### config.mk
export PLATFORM = sky130hd
export DESIGN_NAME = f_minmax_pipe
export DESIGN_NICKNAME = d
export VERILOG_FILES = /design/src/rtl/f_minmax_pipe.sv
export SDC_FILE = /design/constraint.sdc
export NUM_CORES = 1
export LEC_CHECK = 0
export ABC_AREA = 1
export CAP_MARGIN = 40
export CORE_MARGIN = 1.5
export CORE_UTILIZATION = 51
export CTS_CLUSTER_SIZE = 28
export DETAILED_ROUTE_END_ITERATION = 8
export PLACE_DENSITY = 0.89
export SYNTH_ARGS = -nofsm -noshare
export SYNTH_HDL_FRONTEND = slang
export SYNTH_SLANG_ARGS = --single-unit
export TNS_END_PERCENT = 10
### constraint.sdc
create_clock -name clk -period 2.4 [get_ports clk]
set_input_delay 0.48 -clock clk [delete_from_list [all_inputs] [get_ports clk]]
set_output_delay 0.48 -clock clk [all_outputs]
set_load 0.01 [all_outputs]
### src/rtl/f_minmax_pipe.sv
// rtl/f_minmax_pipe.sv - two-stage FloPoCo min/max with RISC-V FMIN/FMAX semantics
module f_minmax_pipe #(
    parameter int FLEN   = 34,
    parameter int EXP_W  = 8,
    parameter int FRAC_W = 23,
    parameter int TAG_W  = 4
) (
    input  logic             clk,
    input  logic             rst,
    input  logic             in_valid,
    output logic             in_ready,
    input  logic             op,
    input  logic [FLEN-1:0]  a,
    input  logic [FLEN-1:0]  b,
    input  logic [TAG_W-1:0] tag_in,
    output logic             out_valid,
    input  logic             out_ready,
    output logic [FLEN-1:0]  res,
    output logic [TAG_W-1:0] tag_out
);
    // Two extra key bits keep infinity strictly above the all-ones normal.
    localparam int KW = EXP_W + FRAC_W + 2;
    localparam int SB = FLEN - 3;
    localparam logic [FLEN-1:0] CANON_NAN =
        {2'b11, 1'b0, {EXP_W{1'b0}}, 1'b1, {(FRAC_W-1){1'b0}}};

    function automatic logic [KW-1:0] key_of(input logic [FLEN-1:0] x);
        logic [KW-1:0] k;
        k = '1;
        case (x[FLEN-1 -: 2])
            2'b00:   k = '0;
            2'b01:   k = {2'b01, x[EXP_W+FRAC_W-1:0]};
            default: k = '1;
        endcase
        return k;
    endfunction

    logic s1_valid_q, s2_valid_q;
    logic s1_adv, s2_adv;

    logic             op_q;
    logic [TAG_W-1:0] tag1_q;
    logic [FLEN-1:0]  a_q, b_q;
    logic             lt_q, eq_q, nan_a_q, nan_b_q;

    logic [FLEN-1:0]  res_q, res_d;
    logic [TAG_W-1:0] tag2_q;

    logic [KW-1:0] key_a, key_b;
    logic          lt_d, eq_d, nan_a_d, nan_b_d;

    assign s2_adv   = !s2_valid_q || out_ready;
    assign s1_adv   = !s1_valid_q || s2_adv;
    assign in_ready = s1_adv;

    assign key_a   = key_of(a);
    assign key_b   = key_of(b);
    assign nan_a_d = (a[FLEN-1 -: 2] == 2'b11);
    assign nan_b_d = (b[FLEN-1 -: 2] == 2'b11);

    // Differing signs decide on sign alone, so -0 orders below +0.
    always_comb begin
        lt_d = 1'b0;
        eq_d = 1'b0;
        if (a[SB] != b[SB]) begin
            lt_d = a[SB];
        end else begin
            lt_d = a[SB] ? (key_b < key_a) : (key_a < key_b);
            eq_d = (key_a == key_b);
        end
    end

    always_comb begin
        res_d = a_q;
        if (nan_a_q && nan_b_q)
            res_d = CANON_NAN;
        else if (nan_a_q)
            res_d = b_q;
        else if (nan_b_q)
            res_d = a_q;
        else if (op_q)
            res_d = lt_q ? b_q : a_q;
        else
            res_d = (lt_q || eq_q) ? a_q : b_q;
    end

    always_ff @(posedge clk) begin
        if (rst) begin
            s1_valid_q <= 1'b0;
            op_q       <= 1'b0;
            tag1_q     <= '0;
            a_q        <= '0;
            b_q        <= '0;
            lt_q       <= 1'b0;
            eq_q       <= 1'b0;
            nan_a_q    <= 1'b0;
            nan_b_q    <= 1'b0;
        end else if (s1_adv) begin
            s1_valid_q <= in_valid;
            op_q       <= op;
            tag1_q     <= tag_in;
            a_q        <= a;
            b_q        <= b;
            lt_q       <= lt_d;
            eq_q       <= eq_d;
            nan_a_q    <= nan_a_d;
            nan_b_q    <= nan_b_d;
        end
    end

    always_ff @(posedge clk) begin
        if (rst) begin
            s2_valid_q <= 1'b0;
            res_q      <= '0;
            tag2_q     <= '0;
        end else if (s2_adv) begin
            s2_valid_q <= s1_valid_q;
            res_q      <= res_d;
            tag2_q     <= tag1_q;
        end
    end

    assign out_valid = s2_valid_q;
    assign res       = res_q;
    assign tag_out   = tag2_q;

endmodule

==> flow_metrics.py <==
metrics = {
    "run_status": {
        "status": "finished, final reports clean",
    },
    "floorplan": {
        "rows": 38,
        "core_area_um2": 10800,
        "die_w_um": 108,
        "pin_count": 117,
        "die_y_um": 108,
        "die_area_um2": 11700,
        "start_util": 0.521,
    },
    "worst_setup_path": {
        "crit_chain": "clkdlybuf4s50_1 > nor2_4 > inv_4 > nor2_8 > inv_2 > clkdlybuf4s50_1",
        "critPathLaunchType": "input port",
        "max_stage_delay_ns": 0.53,
        "cp_top_family": "buffers and inverters",
        "cp_common_cell": "clkdlybuf4s50_1",
        "crit_slowest_cell": "clkdlybuf4s50_1",
        "worstPathArrival_ns": 1.76,
        "rr_startpoint": "eq_q$_SDFFE_PP0P_",
        "startpoint": "out_ready",
        "crit_fanout": 2,
        "end_kind": "primary output",
        "path_class": "in2out",
        "required_ns": 1.92,
        "crit_buf_inv": 4,
    },
    "cells_and_area": {
        "syn_to_final_growth_pct": 34.2,
        "drive_gt1_frac": 0.0692,
        "final_nets": 980,
        "fin_util": 0.698,
        "antenna_cells": 0,
        "final_cell_mix": "o21ai_0, dfxtp_1, a21oi_1, clkdlybuf4s50_1, nand2_1",
        "layout_commonest_cell": "o21ai_0",
        "final_cells": 1022,
    },
    "global_routing": {
        "grt_use_total": 0.270,
        "antenna_found_initial": 0,
        "grt_pass1_wl_mm": 24.9,
        "grt_start_max_net_pins": 112,
        "grt_pass1_vias": 5365,
        "grt_overflow": 0,
    },
    "pwr": {
        "combPwrFrac": 0.175,
        "ir_worst_vdd_mv": 0.416,
        "p_per_area_nw_per_um2": 730,
        "power.share.sequential": 0.394,
        "p_clk_frac": 0.432,
        "power_switching_mw": 1.44,
        "switching_share": 0.263,
        "internal_power_mw": 4.06,
        "leakagePower_nw": 3.30,
    },
    "drt": {
        "ant_nets": 0,
        "first_pass_iters": 5,
        "num_vias": 5596,
        "post_drt_wl_per_cell_um": 14.9,
        "routed_wl_mm": 15.2,
        "drt_iter0_markers": 423,
        "drc_errors": 0,
        "viasPerCell": 5.48,
    },
    "sta": {
        "finalSetupViolations": 0,
        "slew_headroom": 0.707,
        "rsz0062_at_grt": "no",
        "tightestPinTransition_ns": 0.439,
        "min_period_ns": 2.24,
        "hold_viol": 0,
        "finClkSkew_ns": 0.00583,
        "max_freq_mhz": 446,
        "period_share": 0.934,
        "drv_slew": 0,
    },
    "cts": {
        "cts_buffer_depth": 2,
        "cts_root_buffer": "clkbuf_8",
        "htreeDepth": 4,
        "cts_sinks": 117,
        "cts_tree": "yes",
        "path_clk_slew_ns": 0.05,
        "post_cts_buffers": 0,
        "clk_latency_ns": 0.52,
        "numCtsBuffers": 17,
    },
    "synth": {
        "synthesis.nets": 877,
        "ys_seq_area_frac": 0.417,
        "syn_area_um2": 5620,
        "ys_warn_count": 0,
        "ys_types": 27,
        "synth.ff_latch_count": 117,
        "synth_cells": 767,
        "syn_avg_cell_area_um2": 7.33,
    },
    "placement": {
        "dp.cells": 991,
        "port_buffers": 116,
        "globalplace.congestion": 0.803,
        "hpwlAfterDp_mm": 9.67,
    },
    "worst_hold_path": {
        "min_path_type": "reg2reg",
        "hp-start": "res[28]$_SDFFE_PP0P_",
    },
    "run": {
        "max-cap-violations": 0,
    },
}
## sequential cells by signal, indices dropped and copies added, names as in the netlist
register and flops:
a_q 34, b_q 34, res 34, tag1_q 4, tag_out 4, eq_q 1
lt_q 1, nan_a_q 1, nan_b_q 1, op_q 1, out_valid 1, s1_valid_q 1
## stage by stage
stage	hold slack [ns]	worst slack [ns]	cell area [um2]	power [mW]	TNS (ns)
after detailed placement	0.457	-0.296	6990	3.14	-0.355
final	0.465	0.160	7540	5.50	0
after global placement	0.451	-0.245	6990	3.12	-0.284
after CTS	0.466	0.145	7530	5.50	0
after floorplan	0.444	0.129	5620	2.71	0
after global routing	0.472	0.0271	7540	5.72	0
## cells by family after synthesis
group | after synthesis | synth area share
adders and majority gates | 33 | 0.0735
and+or+nand+nor | 208 | 0.147
DFF | 117 | 0.417
buffers and inverters | 113 | 0.0813
AOI/OAI and AO/OA | 295 | 0.280
xor gates and xnor gates | 1 | 0.00156
## power by group through the flow
stage	registers [mW]	logic, mW	clock network (mW)
floorplan	2.23	0.481	0
global placement	2.20	0.917	0
detailed placement	2.20	0.939	0
CTS	2.17	0.956	2.38
global route	2.18	1.07	2.48
finish	2.17	0.961	2.38
## final timing paths
path,end,slack (ns),cells past startpoint
min reg2reg,res[28]$_SDFFE_PP0P_,0.46,2
max,in_ready,0.16,6
max reg2reg,res[31]$_SDFFE_PP0P_,0.75,8
min,res[28]$_SDFFE_PP0P_,0.46,2
## what timing repair did
item / in CTS / in global routing
resized for setup: 0 / 6
hold buffers: 0 / 0
setup endpoints to repair: 0 / 1
## layer usage
metal	global-route usage	vias up	wire length (um)
met2	0.465	204	7530
met3	0.0603	33	860
met1	0.321	2598	6490
met5	0	-	0
met4	0.125	0	346
li1	-	2761	-
## layout make-up
class                   instances  area [um2]
clock buffers                  21         439
clock inverters                10         106
fillers                       843        3250
inverters                      58         220
multi-input cells             537        2830
flip-flops and latches        117        2340
well taps                     140         175
repair buffers                139        1430
## worst reg2reg max path: cells and delay by family, from the launching register on
| family | cells | cell delay, ns |
|---|---|---|
| DFF | 1 | 0.31 |
| AOI/OAI and AO/OA | 3 | 0.36 |
| and+or+nand+nor | 3 | 0.36 |
| buffers and inverters | 2 | 0.55 |
## cells in the mapped netlist
master | instances | area (um2)
a21boi_0 | 1 | 7.51
a21o_1 | 2 | 15.0
a21oi_1 | 116 | 581
a21oi_2 | 1 | 8.76
a31oi_1 | 1 | 6.26
buf_1 | 1 | 3.75
buf_2 | 17 | 85.1
buf_6 | 1 | 11.3
clkbuf_1 | 35 | 131
clkbuf_2 | 1 | 5.00
dfxtp_1 | 117 | 2340
ha_1 | 33 | 413
inv_1 | 56 | 210
inv_2 | 1 | 3.75
inv_4 | 1 | 6.26
nand2_1 | 98 | 368
nand3_1 | 7 | 35.0
nor2_1 | 98 | 368
nor2_2 | 1 | 6.26
nor2_4 | 2 | 22.5
nor2_8 | 1 | 20.0
nor3_1 | 1 | 5.00
o211ai_1 | 2 | 15.0
o21a_1 | 32 | 240
o21ai_0 | 137 | 686
o21ai_1 | 3 | 15.0
xnor2_1 | 1 | 8.76
Power figures use the tool's default switching activity.
==> edit (same settings) <==
Reset style: asynchronous (`rst`), changed in 2 clocked blocks.
--- a/src/rtl/f_minmax_pipe.sv
+++ b/src/rtl/f_minmax_pipe.sv
@@ -86,3 +86,3 @@
 
-    always_ff @(posedge clk) begin
+    always_ff @(posedge clk or posedge rst) begin
         if (rst) begin
@@ -110,3 +110,3 @@
 
-    always_ff @(posedge clk) begin
+    always_ff @(posedge clk or posedge rst) begin
         if (rst) begin
Behaviour: differs if rst is asserted again (counterexample within 4 cycles, from zero or initial values and one cycle with rst high); with rst held inactive, the same outputs for 4 cycles.
==> edit against the unedited design <==
Area after synthesis rose by 7.3%. Sequential power rose by 12%. Via count rose by 1.7%. Sequential cell count did not move. Worst setup slack improved by 16 ps. Utilization rose by 1.0 points. Routed wire length rose by 5.5%. Total power rose by 20%. Fmax rose by 0.70%. Final cell count rose by 4.3%. Cell area rose by 7.8%.
==> edit: results <==
clocking:
  cts-root-buf: "clkbuf_16"
  insertion_delay_ps: 420
synthesis:
  ys_seq_area_share_pct: 48.5
  ys_async_sr_fraction_pct: 100
  synth.distinct_cells: 29
  synth_common_cells: "nand2_1, dfrtp_1, o21ai_0, a21oi_1, nor2_1"
  ys.flop_type: "dfrtp_1"
worst_hold_path:
  min_delay_worst_endpoint: "b_q[21]$_DFFE_PP0P_"
  min-delay-start: "b_q[21]$_DFFE_PP0P_"
global_routing:
  grtUsageMet3_pct: 5.82
  globalRouteMet1Util_pct: 35.3
  grt_pass1_wl_um: 26600
  grt_max_degree: 65
critical_path:
  cp_slowest_stage_delay_ps: 550
  crit_fanout: 15
  timing.rr.start: "out_valid$_DFFE_PP0P_"
  worst-r2r-cell-count: 9
  cpLargestDelayFamily: "simple AND/OR/NAND/NOR gates"
pwr:
  p_leak_nw: 4.02
  ir_worst_vdd_mv: 0.468
  power.switching_mw: 1.90
place:
  hpwl_um: 10800
  post-place-cells: 1034
detailed_routing:
  vias_per_cell: 5.34
  wl_per_cell_um: 15.1
  drt-pass1-iter-count: 4
  vias: 5692
cells_and_area:
  fillers: 866
run_status:
  status: "completed"
timing:
  hold-worst-slack_ps: 463
## edit: cell types whose count changed after synthesis, moves of 4 or more
cell / change
clkbuf_1: -21
inv_1: -29
dfxtp_1: -117
nand4_1: +4
a21oi_1: -72
nand2_1: +267
nor2_1: -57
o21a_1: -31
o21ai_1: +24
dfrtp_1: +117
o21ai_0: -89
nor2_2: +5
## edit: power by group through the flow
| stage | combinational, mW | clock [mW] | sequential [mW] |
|---|---|---|---|
| 2_1_floorplan | 0.715 | 0 | 2.50 |
| 3_3_place_gp | 1.44 | 0 | 2.44 |
| 3_5_place_dp | 1.48 | 0 | 2.45 |
| 4_1_cts | 1.50 | 2.71 | 2.42 |
| 5_1_grt | 1.66 | 2.82 | 2.46 |
| 6_report | 1.50 | 2.70 | 2.42 |
## edit: final cells by class
class                           count  area (sq um)  share of cell area, %
Tap cell                          143           179                   2.20
Clock inverter                     14           201                   2.48
Timing Repair Buffer              152          1500                   18.4
Sequential cell                   117          2930                   36.0
Inverter                           31           123                   1.51
Multi-Input combinational cell    591          2770                   34.1
Clock buffer                       18           429                   5.28
## edit: kinds of logic after synthesis
| logic type | count (synthesis) | synth area share (%) |
|---|---|---|
| adder cells (fa/ha/maj) | 33 | 6.85 |
| flip-flops | 117 | 48.5 |
| buffers and inverters | 74 | 5.83 |
| AND/OR/NAND/NOR | 430 | 27.7 |
| AO/OA/AOI/OAI | 128 | 11.1 |
## edit: metal layers
metal / share of wire, % / up-vias
li1: - / 2750
met1: 43 / 2673
met2: 47 / 227
met3: 7.2 / 42
met4: 3.0 / 0
met5: 0 / -
## edit: tightest hold or removal path, stage by stage, from the launching register on
cell	delay, ps
dfrtp_1	330
nand2_1	50
nand2_1	50
